===== config.mk =====
export PLATFORM = sky130hd
export DESIGN_NAME = mc_controller
export DESIGN_NICKNAME = d
export VERILOG_FILES = /design/src/rtl/mips_pkg.sv /design/src/rtl/mc_ctrl_decode.sv /design/src/rtl/mc_controller.sv
export SDC_FILE = /design/constraint.sdc
export NUM_CORES = 1
export LEC_CHECK = 0
export ABC_AREA = 1
export CAP_MARGIN = 30
export CORE_AREA = 4 4 54 56
export CTS_BUF_LIST = sky130_fd_sc_hd__clkbuf_4
export CTS_CLUSTER_DIAMETER = 100
export DETAILED_ROUTE_END_ITERATION = 6
export DIE_AREA = 0 0 58 60
export GPL_TIMING_DRIVEN = 0
export PLACE_DENSITY = 0.79
export SKIP_CTS_REPAIR_TIMING = 1
export SYNTH_ARGS = -nofsm -noshare
export SYNTH_HDL_FRONTEND = slang
export SYNTH_HIERARCHICAL = 1
export SYNTH_SLANG_ARGS = --single-unit

===== constraint.sdc =====
create_clock -name clk -period 1.1 [get_ports clk]
set_input_delay 0.165 -clock clk [delete_from_list [all_inputs] [get_ports clk]]
set_output_delay 0.165 -clock clk [all_outputs]
set_load 0.05 [all_outputs]

===== src/rtl/mips_pkg.sv =====
// Shared MIPS encodings: controller states, opcodes, mux selects, ALU ops,
// and the control word passed from the decoder to the controller.
package mips_pkg;

  typedef enum logic [3:0] {
    FETCH   = 4'd0,
    DECODE  = 4'd1,
    MEMADR  = 4'd2,
    MEMRD   = 4'd3,
    MEMWB   = 4'd4,
    MEMWR   = 4'd5,
    EXECUTE = 4'd6,
    ALUWB   = 4'd7,
    BRANCH  = 4'd8,
    ADDIEX  = 4'd9,
    ORIEX   = 4'd10,
    IMMWB   = 4'd11,
    JUMP    = 4'd12
  } statetype;

  // Opcodes shared with the single-cycle decoder.
  localparam logic [5:0] OP_RTYPE = 6'b000000;
  localparam logic [5:0] OP_LW    = 6'b100011;
  localparam logic [5:0] OP_LH    = 6'b100001;
  localparam logic [5:0] OP_LB    = 6'b100000;
  localparam logic [5:0] OP_LBU   = 6'b100100;
  localparam logic [5:0] OP_SW    = 6'b101011;
  localparam logic [5:0] OP_BEQ   = 6'b000100;
  localparam logic [5:0] OP_BNE   = 6'b000101;
  localparam logic [5:0] OP_ADDI  = 6'b001000;
  localparam logic [5:0] OP_ORI   = 6'b001101;
  localparam logic [5:0] OP_J     = 6'b000010;

  // ALU B operand select.
  localparam logic [2:0] SRCB_REG    = 3'b000;
  localparam logic [2:0] SRCB_FOUR   = 3'b001;
  localparam logic [2:0] SRCB_SIGN   = 3'b010;
  localparam logic [2:0] SRCB_ZERO   = 3'b011;
  localparam logic [2:0] SRCB_BRANCH = 3'b100;

  // PC source select.
  localparam logic [1:0] PCSRC_ALU    = 2'b00;
  localparam logic [1:0] PCSRC_ALUOUT = 2'b01;
  localparam logic [1:0] PCSRC_JUMP   = 2'b10;

  // ALU operation.
  localparam logic [2:0] ALU_ADD   = 3'b000;
  localparam logic [2:0] ALU_SUB   = 3'b001;
  localparam logic [2:0] ALU_FUNCT = 3'b010;
  localparam logic [2:0] ALU_OR    = 3'b011;

  typedef struct packed {
    logic       pcwrite;
    logic       branch;
    logic       ne;
    logic       iord;
    logic       memwrite;
    logic       irwrite;
    logic       regdst;
    logic       memtoreg;
    logic       regwrite;
    logic       alusrca;
    logic [2:0] alusrcb;
    logic [1:0] pcsrc;
    logic [2:0] aluop;
    logic       half;
    logic       b;
    logic       lbu;
    logic       illegal;
  } ctrl_t;

  // True for every opcode this controller knows how to sequence.
  function automatic logic op_supported(input logic [5:0] op);
    case (op)
      OP_RTYPE, OP_LW, OP_LH, OP_LB, OP_LBU, OP_SW,
      OP_BEQ, OP_BNE, OP_ADDI, OP_ORI, OP_J: op_supported = 1'b1;
      default:                               op_supported = 1'b0;
    endcase
  endfunction

endpackage


===== src/rtl/mc_ctrl_decode.sv =====
// Combinational control-word decode for the multicycle controller.
// Moore outputs come from the state and the opcode latched in DECODE;
// only the illegal flag looks at the live opcode.
module mc_ctrl_decode
  import mips_pkg::*;
(
  input  statetype    state_i,
  input  logic [5:0]  op_i,
  input  logic [5:0]  op_q_i,
  output ctrl_t       ctrl_o
);

  // Per-state control word; every field not driven by a state stays 0.
  always_comb begin
    // NOTE: assigning the whole word first means every path drives every
    // field, so no latch can be inferred for the unlisted outputs.
    ctrl_o = '0;
    unique case (state_i)
      FETCH: begin
        ctrl_o.irwrite = 1'b1;
        ctrl_o.pcwrite = 1'b1;
        ctrl_o.alusrcb = SRCB_FOUR;
      end
      DECODE: begin
        ctrl_o.alusrcb = SRCB_BRANCH;
        ctrl_o.illegal = !op_supported(op_i);
      end
      MEMADR: begin
        ctrl_o.alusrca = 1'b1;
        ctrl_o.alusrcb = SRCB_SIGN;
      end
      MEMRD: ctrl_o.iord = 1'b1;
      MEMWB: begin
        ctrl_o.memtoreg = 1'b1;
        ctrl_o.regwrite = 1'b1;
        ctrl_o.half     = (op_q_i == OP_LH) || (op_q_i == OP_LB);
        ctrl_o.b        = (op_q_i == OP_LB);
        ctrl_o.lbu      = (op_q_i == OP_LBU);
      end
      MEMWR: begin
        ctrl_o.iord     = 1'b1;
        ctrl_o.memwrite = 1'b1;
      end
      EXECUTE: begin
        ctrl_o.alusrca = 1'b1;
        ctrl_o.aluop   = ALU_FUNCT;
      end
      ALUWB: begin
        ctrl_o.regdst   = 1'b1;
        ctrl_o.regwrite = 1'b1;
      end
      BRANCH: begin
        ctrl_o.alusrca = 1'b1;
        ctrl_o.aluop   = ALU_SUB;
        ctrl_o.branch  = 1'b1;
        ctrl_o.pcsrc   = PCSRC_ALUOUT;
        ctrl_o.ne      = (op_q_i == OP_BNE);
      end
      ADDIEX: begin
        ctrl_o.alusrca = 1'b1;
        ctrl_o.alusrcb = SRCB_SIGN;
      end
      ORIEX: begin
        ctrl_o.alusrca = 1'b1;
        ctrl_o.alusrcb = SRCB_ZERO;
        ctrl_o.aluop   = ALU_OR;
      end
      IMMWB: ctrl_o.regwrite = 1'b1;
      JUMP: begin
        ctrl_o.pcwrite = 1'b1;
        ctrl_o.pcsrc   = PCSRC_JUMP;
      end
      default: ctrl_o = '0;
    endcase
  end

endmodule


===== src/rtl/mc_controller.sv =====
// Multicycle MIPS main controller: state register, next-state logic,
// mem_ready gating of the fetch strobes and reset masking of all strobes.
module mc_controller
  import mips_pkg::*;
(
  input  logic       clk,
  input  logic       reset,
  input  logic [5:0] op,
  input  logic       mem_ready,
  output logic       pcwrite,
  output logic       branch,
  output logic       ne,
  output logic       iord,
  output logic       memwrite,
  output logic       irwrite,
  output logic       regdst,
  output logic       memtoreg,
  output logic       regwrite,
  output logic       alusrca,
  output logic [2:0] alusrcb,
  output logic [1:0] pcsrc,
  output logic [2:0] aluop,
  output logic       half,
  output logic       b,
  output logic       lbu,
  output logic       illegal,
  output logic [3:0] state
);

  statetype   state_q, state_d;
  logic [5:0] op_q, op_d;
  ctrl_t      ctrl_raw, ctrl;

  // State and latched opcode registers.
  always_ff @(posedge clk or posedge reset) begin
    // NOTE: sequential state uses non-blocking assignments so every
    // register samples the pre-edge values regardless of statement order.
    if (reset) begin
      state_q <= FETCH;
      op_q    <= OP_RTYPE;
    end else begin
      state_q <= state_d;
      op_q    <= op_d;
    end
  end

  // Next-state logic; the opcode is captured in DECODE so later states
  // (MEMWB width, BRANCH polarity) ignore IR changes.
  always_comb begin
    state_d = state_q;
    op_d    = op_q;
    unique case (state_q)
      FETCH: if (mem_ready) state_d = DECODE;
      DECODE: begin
        op_d = op;
        case (op)
          OP_LW, OP_LH, OP_LB, OP_LBU, OP_SW: state_d = MEMADR;
          OP_RTYPE:                          state_d = EXECUTE;
          OP_BEQ, OP_BNE:                    state_d = BRANCH;
          OP_ADDI:                           state_d = ADDIEX;
          OP_ORI:                            state_d = ORIEX;
          OP_J:                              state_d = JUMP;
          default:                           state_d = FETCH;
        endcase
      end
      MEMADR:  state_d = (op == OP_SW) ? MEMWR : MEMRD;
      MEMRD:   if (mem_ready) state_d = MEMWB;
      MEMWB:   state_d = FETCH;
      MEMWR:   if (mem_ready) state_d = FETCH;
      EXECUTE: state_d = ALUWB;
      ALUWB:   state_d = FETCH;
      BRANCH:  state_d = FETCH;
      ADDIEX:  state_d = IMMWB;
      ORIEX:   state_d = IMMWB;
      IMMWB:   state_d = FETCH;
      JUMP:    state_d = FETCH;
      default: state_d = FETCH;
    endcase
  end

  mc_ctrl_decode u_decode (
    .state_i (state_q),
    .op_i    (op),
    .op_q_i  (op_q),
    .ctrl_o  (ctrl_raw)
  );

  // Fetch strobes wait for memory; reset forces every strobe low while the
  // selects already show FETCH values because the state is held there.
  always_comb begin
    ctrl = ctrl_raw;
    if (state_q == FETCH && !mem_ready) begin
      ctrl.irwrite = 1'b0;
      ctrl.pcwrite = 1'b0;
    end
    if (reset) begin
      ctrl.pcwrite  = 1'b0;
      ctrl.irwrite  = 1'b0;
      ctrl.memwrite = 1'b0;
      ctrl.regwrite = 1'b0;
      ctrl.branch   = 1'b0;
      ctrl.illegal  = 1'b0;
    end
  end

  assign pcwrite  = ctrl.pcwrite;
  assign branch   = ctrl.branch;
  assign ne       = ctrl.ne;
  assign iord     = ctrl.iord;
  assign memwrite = ctrl.memwrite;
  assign irwrite  = ctrl.irwrite;
  assign regdst   = ctrl.regdst;
  assign memtoreg = ctrl.memtoreg;
  assign regwrite = ctrl.regwrite;
  assign alusrca  = ctrl.alusrca;
  assign alusrcb  = ctrl.alusrcb;
  assign pcsrc    = ctrl.pcsrc;
  assign aluop    = ctrl.aluop;
  assign half     = ctrl.half;
  assign b        = ctrl.b;
  assign lbu      = ctrl.lbu;
  assign illegal  = ctrl.illegal;
  assign state    = state_q;

endmodule

==> tab_implementation.tex, run 1 <==
\begin{tabular}{lr}
\hline
Metric & Value \\
\hline
\multicolumn{2}{l}{\textbf{Yosys}} \\
\quad Mean instance size in the synthesized netlist & 5.86 um\^{}2 \\
\quad Cell taking the most area after synthesis & dfrtp\_1 \\
\quad Number of warning messages in the yosys log & 6 \\
\quad Fraction of the yosys area taken by sequential cells & 25.1\% \\
\quad Post-Syn Area & 996 um\^{}2 \\
\quad Register bit count reported by yosys & 10 \\
\quad Cell types with the largest area share after synthesis & dfrtp\_1 25\%, nand2\_1 14\%, inv\_1 12\% \\
\quad Unique masters post-synth & 22 \\
\quad Fraction of synthesized cell area taken by the top area cell type & 25.1\% \\
\quad Count of mapped cells out of synthesis & 170 \\
\quad Nets in the synthesized netlist & 179 \\
\multicolumn{2}{l}{\textbf{Power and ir drop}} \\
\quad Power dissipated by switching net loads & 3.23 mW \\
\quad Portion of total power attributed to the clock network & 4.8\% \\
\quad Leakage & 0.985 nW \\
\quad Gate power share & 79.2\% \\
\quad Internal Power & 2.34 mW \\
\quad Power density of the placed cells & 2860 mW/mm\^{}2 \\
\quad Switching fraction of total power & 58.0\% \\
\quad Largest voltage drop on the vdd net & 2.23 mV \\
\quad Register share of total power & 16.0\% \\
\quad Tot Pwr & 5.57 mW \\
\multicolumn{2}{l}{\textbf{Placed design}} \\
\quad Post-DP Area & 0.00153 mm\^{}2 \\
\quad Placer congestion estimate & 0.795 \\
\quad Final HPWL from detailed placement & 2260 um \\
\quad Setup slack at placement & -1410 ps \\
\quad Number of input and output port buffers inserted & 33 \\
\multicolumn{2}{l}{\textbf{Global route}} \\
\quad First-pass GRT wire length & 4600 um \\
\quad Number of antenna violations at the first check in global routing & 0 \\
\quad All-layer global routing usage & 16.7\% \\
\quad Largest net degree at the start of global routing & 13 \\
\quad Global route overflow & 0 \\
\quad Vias in the first global route & 1076 \\
\multicolumn{2}{l}{\textbf{CTS}} \\
\quad Master cell of the clock root buffer & clkbuf\_4 \\
\quad Depth of the CTS H-tree & 1 \\
\quad Number of sinks driven by the clock tree & 10 \\
\quad Number of buffers inserted during clock tree synthesis & 3 \\
\quad Clock-pin slew reported for the worst setup and hold paths after clock tree synthesis & 70 ps \\
\quad Max clock buf depth & 2 \\
\quad CTS tree & yes \\
\quad Clock latency of the later-clocked register in the worst-skew pair & 270 ps \\
\multicolumn{2}{l}{\textbf{Timing}} \\
\quad Final count of hold timing violations & 0 \\
\quad Slew headroom & 65.5\% \\
\quad Count of endpoints failing setup in the final report & 35 \\
\quad Highest achievable clock rate & 546 MHz \\
\quad Clock period minus worst slack & 1830 ps \\
\quad Setup repair after global routing missed its margin & yes \\
\quad Final setup margin & -732 ps \\
\quad Clock Skew & 8.53 ps \\
\quad Worst Tran Pin Value & 516 ps \\
\quad Max-slew violation count & 0 \\
\quad Period utilization & 167\% \\
\multicolumn{2}{l}{\textbf{Detailed routing}} \\
\quad Number of detailed-route iterations in the first pass & 7 \\
\quad \# DRC & 0 \\
\quad DRT antenna net count & 0 \\
\quad Overall via count from detail\_route & 1427 \\
\quad Violation count after the first detailed-route iteration & 95 \\
\quad Post-detailed-route wirelength per cell & 16.4 um \\
\quad Drt total wl & 4240 um \\
\quad Avg Vias per Cell & 5.51 \\
\multicolumn{2}{l}{\textbf{Cells and area}} \\
\quad Area overhead of the layout relative to synthesis & 95.4\% \\
\quad Commonest non-fill, non-tap cells in the layout & 31 x nand2\_1, 25 x buf\_6, 20 x inv\_1, 18 x buf\_4, 14 x nor2\_1 \\
\quad Finished layout cell area & 0.00195 mm\^{}2 \\
\quad Antenna fix cells & 0 \\
\quad Most common cell after layout, fill and taps aside & nand2\_1 \\
\quad NumNets Final & 239 \\
\quad Fraction of layout instances using a drive strength above 1 & 52.4\% \\
\multicolumn{2}{l}{\textbf{Run status}} \\
\quad Status & finished, violations left \\
\quad Failing checks & setup timing \\
\multicolumn{2}{l}{\textbf{Critical path}} \\
\quad Worst Reg2Reg Path Length in Cells & 7 \\
\quad Critical Path AT & 1670 ps \\
\quad WP data required & 940 ps \\
\quad Critical path launch point type & register \\
\quad Crit-path max FO & 8 \\
\quad Nature of the critical path endpoint & primary output \\
\quad Class of the most critical setup path & reg -> out \\
\multicolumn{2}{l}{\textbf{Die}} \\
\quad X dimension of the die & 58 um \\
\quad Total core area & 0.00243 mm\^{}2 \\
\quad Die footprint & 0.00348 mm\^{}2 \\
\quad Die height & 60 um \\
\quad Number of standard-cell rows in the floorplan & 18 \\
\quad Starting density of the core & 40.9\% \\
\quad \# IOs & 35 \\
\multicolumn{2}{l}{\textbf{Worst hold path}} \\
\quad Classification of the worst-slack hold path & in -> async \\
\multicolumn{2}{l}{\textbf{Flow run}} \\
\quad Number of max-cap violations & 0 \\
\hline
\end{tabular}
[per-layer routing]
metal / wire, um / track usage (%) / vias to the layer above / share of wire (%)
li1: - / - / 650 / -
met4: 166 / 6.95 / 0 / 3.9
met3: 272 / 0.864 / 20 / 6.4
met5: 0 / 0 / - / 0
met2: 2350 / 31.8 / 92 / 55
met1: 1460 / 19.4 / 665 / 34
[kinds of logic (layout without fill, tap and decap cells)]
| family | after synthesis | count (layout) | share of synthesized area (%) |
|---|---|---|---|
| AOI/OAI and AO/OA | 19 | 19 | 11.3 |
| buffers and inverters | 39 | 98 | 15.5 |
| and+or+nand+nor | 101 | 101 | 47.7 |
| DFF | 10 | 10 | 25.1 |
| other | 1 | 1 | 0.377 |
[Yosys cell counts (all sizes together)]
| library cell | instances |
|---|---|
| nand4 | 5 |
| o21ai | 10 |
| conb | 1 |
| a21oi | 5 |
| dfrtp | 10 |
| inv | 37 |
| nor2 | 31 |
| nor3 | 4 |
| o31ai | 1 |
| o22ai | 3 |
| buf | 2 |
| nand3 | 13 |
| nand2 | 45 |
| nor4 | 2 |
| or2 | 1 |
[critical path, stage by stage, from the launching register on]
cell	delay (ps)
dfrtp_4	560
inv_4	110
nand2_8	80
inv_4	70
nand2_4	70
clkinvlp_4	110
buf_6	90
inv_2	40
nor2_4	80
buf_6	170
[metrics by stage]
stage / util (%) / instances / hold WS (ps) / setup TNS (ps)
4_1_cts: 64.1 / 237 / 506 / -30070
5_1_grt: 80.0 / 259 / 65.3 / -19380
6_report: 80.0 / 259 / 50.9 / -17560
3_3_place_gp: 63.0 / 233 / 474 / -23660
3_5_place_dp: 63.0 / 233 / 491 / -24390
2_1_floorplan: - / 170 / 13.3 / -11670
[power by group through the flow]
stage	logic [mW]	clock network [mW]	registers [mW]
CTS	3.06	0.254	0.873
detailed placement	3.05	0	0.880
global placement	2.99	0	0.861
finish	4.41	0.268	0.891
global route	4.59	0.290	0.916
floorplan	2.17	0	0.991
[worst paths after layout]
path | from | to | slack (ps)
worst max-delay path | state[1] | branch | -730
worst min-delay path | reset | op_q[2] | 50
worst max register to register | state[2] | op_q[2] | -520
worst min register to register | op_q[4] | op_q[4] | 550
max in group asynchronous | reset | op_q[4] | 750
min in group clk | op[3] | op_q[3] | 350
[registers in the layout, indices dropped and copies added (netlist names)]
register / cells
state: 4
op_q: 6
[area by class of cell]
class,count,area (um^2)
multi-input cells,121,857
repair buffers,54,561
fillers,146,487
flip-flops and latches,10,265
inverters,37,173
well taps,30,37.5
clock buffers,3,22.5
plain buffers,2,18.8
repair inverters,1,7.51
clock inverters,1,3.75
(Power assumes the default switching activity.)
==> run 2: changes to the inputs <==
- PLACE_DENSITY: 0.79 -> 0.74
- SKIP_CTS_REPAIR_TIMING: 1 -> unset
- clock period: 1.1 -> 1.6 ns (I/O delays scaled with it)
==> run 2 against run 1 <==
Effect of this change:
- the flow still finishes with violations (setup timing)
- utilization decreased by 8.3 points
- combinational power decreased by 43%
- total power shrank 42%
- cell count fell by 3.5%
- critical path depth shrank 3
- critical path type unchanged
- largest cell class unchanged
==> tab_implementation.tex, run 2 (synthesized netlist as in run 1, its figures left out) <==
\begin{tabular}{lr}
\hline
Metric & Value \\
\hline
\multicolumn{2}{l}{\textbf{Die}} \\
\quad Number of standard-cell rows in the floorplan & 18 \\
\quad X dimension of the die & 58 um \\
\quad Total core area & 0.00243 mm\^{}2 \\
\quad Die footprint & 0.00348 mm\^{}2 \\
\quad Die height & 60 um \\
\quad Starting density of the core & 40.9\% \\
\quad \# IOs & 35 \\
\multicolumn{2}{l}{\textbf{Power and ir drop}} \\
\quad Internal Power & 1.35 mW \\
\quad Tot Pwr & 3.25 mW \\
\quad Gate power share & 77.1\% \\
\quad Switching fraction of total power & 58.5\% \\
\quad Portion of total power attributed to the clock network & 5.5\% \\
\quad Largest voltage drop on the vdd net & 1.46 mV \\
\quad Leakage & 0.870 nW \\
\quad Register share of total power & 17.3\% \\
\quad Power density of the placed cells & 1860 mW/mm\^{}2 \\
\quad Power dissipated by switching net loads & 1.90 mW \\
\multicolumn{2}{l}{\textbf{Detailed routing}} \\
\quad DRT antenna net count & 0 \\
\quad Detailed route wirelength on metal3 & 178 um \\
\quad Routed length on met2 & 1650 um \\
\quad \# DRC & 0 \\
\quad Drt total wl & 3090 um \\
\quad Number of detailed-route iterations in the first pass & 4 \\
\quad Post-detailed-route wirelength per cell & 12.3 um \\
\quad Avg Vias per Cell & 5.07 \\
\quad Highest metal layer with signal wires & met4 \\
\quad Violation count after the first detailed-route iteration & 37 \\
\quad Overall via count from detail\_route & 1268 \\
\quad Met1 WL & 1210 um \\
\multicolumn{2}{l}{\textbf{CTS}} \\
\quad Depth of the CTS H-tree & 1 \\
\quad Max clock buf depth & 2 \\
\quad Clock latency of the later-clocked register in the worst-skew pair & 270 ps \\
\quad Clock-pin slew reported for the worst setup and hold paths after clock tree synthesis & 70 ps \\
\quad Number of sinks driven by the clock tree & 10 \\
\quad Number of buffers inserted during clock tree synthesis & 3 \\
\quad Master cell of the clock root buffer & clkbuf\_4 \\
\quad CTS tree & yes \\
\multicolumn{2}{l}{\textbf{Critical path}} \\
\quad Max incr delay on CP & 480 ps \\
\quad Critical Path AT & 1560 ps \\
\quad Critical path launch point type & register \\
\quad Slowest library cell on the worst path & dfrtp\_2 \\
\quad Crit path max-delay family & simple AND/OR/NAND/NOR gates \\
\quad Crit-path max FO & 6 \\
\quad Worst Reg2Reg Path Length in Cells & 8 \\
\quad Class of the most critical setup path & reg -> out \\
\quad Ordered list of cells on the worst path & inv\_4, nand2\_8, nor2\_4, nand2\_4, nor4\_4, buf\_6 \\
\quad Bufs and invs on worst path & 2 \\
\quad WP data required & 1360 ps \\
\quad Nature of the critical path endpoint & primary output \\
\quad Stages on the worst setup path & 6 \\
\multicolumn{2}{l}{\textbf{Placed design}} \\
\quad Number of placed instances, taps included & 233 \\
\quad Final HPWL from detailed placement & 2260 um \\
\quad Post-DP Area & 0.00150 mm\^{}2 \\
\quad Number of input and output port buffers inserted & 33 \\
\quad Setup slack at placement & -1090 ps \\
\quad Placer congestion estimate & 0.837 \\
\multicolumn{2}{l}{\textbf{Run status}} \\
\quad Failing checks & setup timing \\
\quad Status & finished, violations left \\
\multicolumn{2}{l}{\textbf{Global route}} \\
\quad First-pass GRT wire length & 4770 um \\
\quad Number of antenna violations at the first check in global routing & 0 \\
\quad Vias in the first global route & 1138 \\
\quad Largest net degree at the start of global routing & 11 \\
\quad Global route overflow & 0 \\
\quad All-layer global routing usage & 17.3\% \\
\multicolumn{2}{l}{\textbf{Flow run}} \\
\quad Number of max-cap violations & 0 \\
\multicolumn{2}{l}{\textbf{Cells and area}} \\
\quad Fraction of layout instances using a drive strength above 1 & 42.7\% \\
\quad Most common cell after layout, fill and taps aside & nand2\_1 \\
\quad Register name with the most flops & op\_q \\
\quad Filler cell count in the final layout & 199 \\
\quad Area overhead of the layout relative to synthesis & 75.0\% \\
\quad Finished layout cell area & 0.00174 mm\^{}2 \\
\quad Commonest non-fill, non-tap cells in the layout & 36 x nand2\_1, 25 x inv\_1, 19 x buf\_6, 14 x nor2\_1, 14 x buf\_4 \\
\quad Antenna fix cells & 0 \\
\quad Final std cells w/o fill & 250 \\
\quad NumNets Final & 230 \\
\quad Number of flip-flops under the largest register name & 6 \\
\multicolumn{2}{l}{\textbf{Timing}} \\
\quad Max-slew violation count & 0 \\
\quad Final setup margin & -205 ps \\
\quad Clock Skew & 10.2 ps \\
\quad Count of endpoints failing setup in the final report & 17 \\
\quad Setup repair after global routing missed its margin & yes \\
\quad Final count of hold timing violations & 0 \\
\quad Highest achievable clock rate & 554 MHz \\
\quad Fin Hold WS & 353 ps \\
\quad Period utilization & 113\% \\
\quad Clock period minus worst slack & 1800 ps \\
\multicolumn{2}{l}{\textbf{Worst hold path}} \\
\quad Classification of the worst-slack hold path & in -> async \\
\hline
\end{tabular}
run 2: cell count changes in the layout (fill, tap and decap cells not counted), sizes merged:
cell / before / now
buf: 47 / 36
dlygate4sd2: 0 / 9
dlymetal6s2s: 5 / 0
clkdlybuf4s50: 4 / 2
clkinvlp: 4 / 2
clkdlybuf4s15: 0 / 1
clkinv: 1 / 2
run 2: worst paths after layout:
| path | startpoint | end | slack, ps |
|---|---|---|---|
| setup / recovery | state[3] | b | -200 |
| hold / removal | reset | op_q[3] | 350 |
| setup reg to reg | state[1] | state[2] | 200 |
| hold reg to reg | op_q[1] | op_q[1] | 500 |
| max in group asynchronous | reset | state[0] | 1090 |
| min in group clk | op[2] | op_q[2] | 460 |
run 2: per-layer routing:
layer	global-route usage, %	up-vias
met5	0	-
met4	7.62	0
met3	1.08	8
met2	34.2	44
met1	18.8	584
li1	-	632
run 2: tightest hold or removal path, delay by kind of cell:
kind | cells | cell delay [ps]
buf+inv | 3 | 730
run 2: what timing repair did:
item                       in CTS  in global routing
buffers inserted                8                  5
gates resized for setup       153                 39
setup endpoints to repair      25                 19
hold buffers                    0                  0
pin swaps                       4                  7
run 2: through the flow:
stage / TNS [ps] / util (%)
global route: -3070 / 71.7
CTS: -1780 / 64.9
finish: -1920 / 71.7
floorplan: -2540 / -
detailed placement: -10770 / 61.5
global placement: -10200 / 61.5
run 2: layout make-up:
type	count	area, um^2	area share [%]
Multi-Input combinational cell	121	793	45.5
Timing Repair Buffer	46	449	25.8
Sequential cell	10	260	14.9
Inverter	37	161	9.26
Tap cell	30	37.5	2.15
Clock buffer	3	22.5	1.29
Buffer	2	15.0	0.861
Clock inverter	1	3.75	0.215
run 2: power by group through the flow:
stage	Clock, mW	Sequential (mW)	Combinational [mW]
global placement	0	0.575	2.00
finish	0.179	0.564	2.51
floorplan	0	0.665	1.43
global route	0.193	0.581	2.68
CTS	0.175	0.541	2.20
detailed placement	0	0.586	2.04
==> variant: new RTL, flow settings as in run 2 <==
Reset style: synchronous (`reset`), changed in one clocked block.
--- a/src/rtl/mc_controller.sv
+++ b/src/rtl/mc_controller.sv
@@ -33,5 +33,5 @@
 
   // State and latched opcode registers.
-  always_ff @(posedge clk or posedge reset) begin
+  always_ff @(posedge clk) begin
     // NOTE: sequential state uses non-blocking assignments so every
     // register samples the pre-edge values regardless of statement order.
Behaviour: differs if reset is asserted again (counterexample within 4 cycles, from zero or initial values and one cycle with reset high); with reset held inactive, the same outputs for 10 cycles.
==> variant against run 2 <==
  * The flow still finishes with violations (negative setup slack)
  * Area after synthesis up 4.0%
  * Wire length up 5.9%
  * Final area down 1.7%
  * Die area unchanged
  * Sequential cell count unchanged
  * Setup slack better by 0.17 ns
  * Clock skew up 0.0015 ns
  * Count of clock-buffer cells in the layout up 1
  * Critical path type unchanged
  * Largest cell class unchanged
  * Highest routed layer unchanged
Power is left out: it rests on default switching activity, and per cell area and clock period it moved more than threefold.
==> variant: results (changes against run 2) <==
[detailed_routing]
drtIter0Drc=37  ; unchanged
firstDrtPassIters=4  ; unchanged
vias=1394  ; was 1,268
drt_wl_total_mm=3.267  ; was 3.086 mm

[placement]
gp_congestion=0.8753  ; was 0.8368
numPortBuffers=32  ; was 33
hpwl_mm=2.345  ; was 2.259 mm

[final_layout]
num_antenna_cells=0  ; unchanged
layout.nets=258  ; was 230
largest-register=op_q  ; unchanged
post-route-util=0.7047  ; was 0.7166
fill_cells=214  ; was 199
drive_gt1_frac=0.3871  ; was 0.4273

[min_path]
hold_depth=2
worstHoldEndpoint=state[0]$_SDFFE_PP0P_
hp-class=primary input to flop  ; was primary input to asynchronous set/reset pin

[critical_path]
r2r_end=state[1]$_SDFFE_PP0P_  ; was state[2]$_DFFE_PP0P_
regToRegSetupSlack_ns=0.24  ; was 0.20 ns
cp.arrival_ns=1.39  ; was 1.56 ns
ff2ff_path_depth=10  ; was 8
reg2reg_from=state[1]$_SDFFE_PP0P_  ; was state[1]$_DFFE_PP0P_
slowest_stage=dfxtp_4  ; was dfrtp_2
crit_path_max_incr_delay_ns=0.41  ; was 0.48 ns
critPathMaxFanout=7  ; was 6
cp_top_family=buffers and inverters  ; was simple AND/OR/NAND/NOR gates

[clock_tree]
ctsRootBufferMaster=clkbuf_4  ; unchanged
clkTransAtPathRegs_ns=0.07  ; about the same
cts_buffer_depth=2  ; unchanged
ctsHtreeMaxLevel=1  ; unchanged

[global_route]
grt_pass1_vias=1309  ; was 1,138
grt_pass1_wl_mm=5.244  ; was 4.767 mm
grt_max_degree=11  ; unchanged
track_usage=0.1899  ; was 0.1735

[synth]
synth_compound_area_frac=0.1582  ; was 0.1131
yosysSeqAreaShare=0.1932  ; was 0.2513
synth_fp_nets=206  ; was 179
async_flop_share=0  ; was 1.000
synth.area.top_cells=dfxtp_1 19%, inv_1 16%, nand2_1 16%, nor2_1 14%, a21oi_1 6.8%  ; was dfrtp_1 25%, nand2_1 14%, inv_1 12%, nor2_1 11%, nand3_1 6.5%
synthTopCellsByCount=44 x inv_1, 43 x nand2_1, 38 x nor2_1  ; was 38 x nand2_1, 31 x inv_1, 28 x nor2_1
synthFlopType=dfxtp_1  ; was dfrtp_1
synth.distinct_cells=21  ; was 22

[timing]
setup_violations=5  ; was 17
worst_pin_slew_ns=0.5355
layout_setup_ws_ns=-0.03406  ; was -0.2048 ns
fin_setup_tns_ns=-0.1211  ; was -1.924 ns
fin_worst_skew_ns=0.01165  ; was 0.01018 ns

[floorplan]
core-area_um2=2432  ; unchanged

[run_status]
violations=negative setup slack  ; unchanged
status=finished with violations  ; unchanged

[variant: cell count changes after synthesis, sizes merged]
| cell | run 2 | this run |
|---|---|---|
| a21oi | 5 | 14 |
| buf | 2 | 4 |
| dfrtp | 10 | 0 |
| dfxtp | 0 | 10 |
| inv | 37 | 46 |
| nand2 | 45 | 48 |
| nand3 | 13 | 12 |
| nand4 | 5 | 0 |
| nor2 | 31 | 40 |
| nor3 | 4 | 3 |
| o21ai | 10 | 12 |
[variant: what timing repair did]
action	in CTS	in global routing
setup endpoints to repair	25	19
buffers inserted	9	6
gates resized for setup	149	31
gates cloned	0	0
pin swaps	3	8
[variant: cell families after synthesis]
| family | Yosys count |
|---|---|
| AND/OR/NAND/NOR | 106 |
| other | 1 |
| buffers and inverters | 50 |
| AO/OA/AOI/OAI | 30 |
| flip-flops | 10 |
[variant: stage by stage]
step,instances,hold WS [ns],worst slack [ns],instance area [um^2]
5_1_grt,278,0.2274,-0.1036,1714
6_report,278,0.2342,-0.03406,1714
3_3_place_gp,259,0.5076,-0.8606,1520
4_1_cts,272,0.2289,-0.1100,1643
2_1_floorplan,197,0.3861,-0.2800,1162
3_5_place_dp,259,0.5091,-0.8791,1520
[variant: layer usage]
layer,vias up,global-route usage,wire [um]
met1,618,0.1886,1281
met3,10,0.03672,225
met2,57,0.3839,1679
met5,-,0,0
met4,0,0.06954,80
li1,709,-,-
[variant: how the worst max path moves through the flow]
stage / to / slack [ns] / cells after the start
2_1_floorplan: b / -0.28 / 4
3_3_place_gp: illegal / -0.86 / 10
3_5_place_dp: illegal / -0.88 / 10
4_1_cts: b / -0.11 / 6
5_1_grt: regwrite / -0.10 / 8
6_report: branch / -0.03 / 9
[variant: layout make-up]
type | instances | area [um^2] | share of cell area
plain buffers | 4 | 37.54 | 0.02190
clock buffers | 4 | 30.03 | 0.01752
inverters | 46 | 193.9 | 0.1131
multi-input cells | 137 | 795.8 | 0.4642
flip-flops and latches | 10 | 216.5 | 0.1263
well taps | 30 | 37.54 | 0.02190
repair buffers | 47 | 402.9 | 0.2350
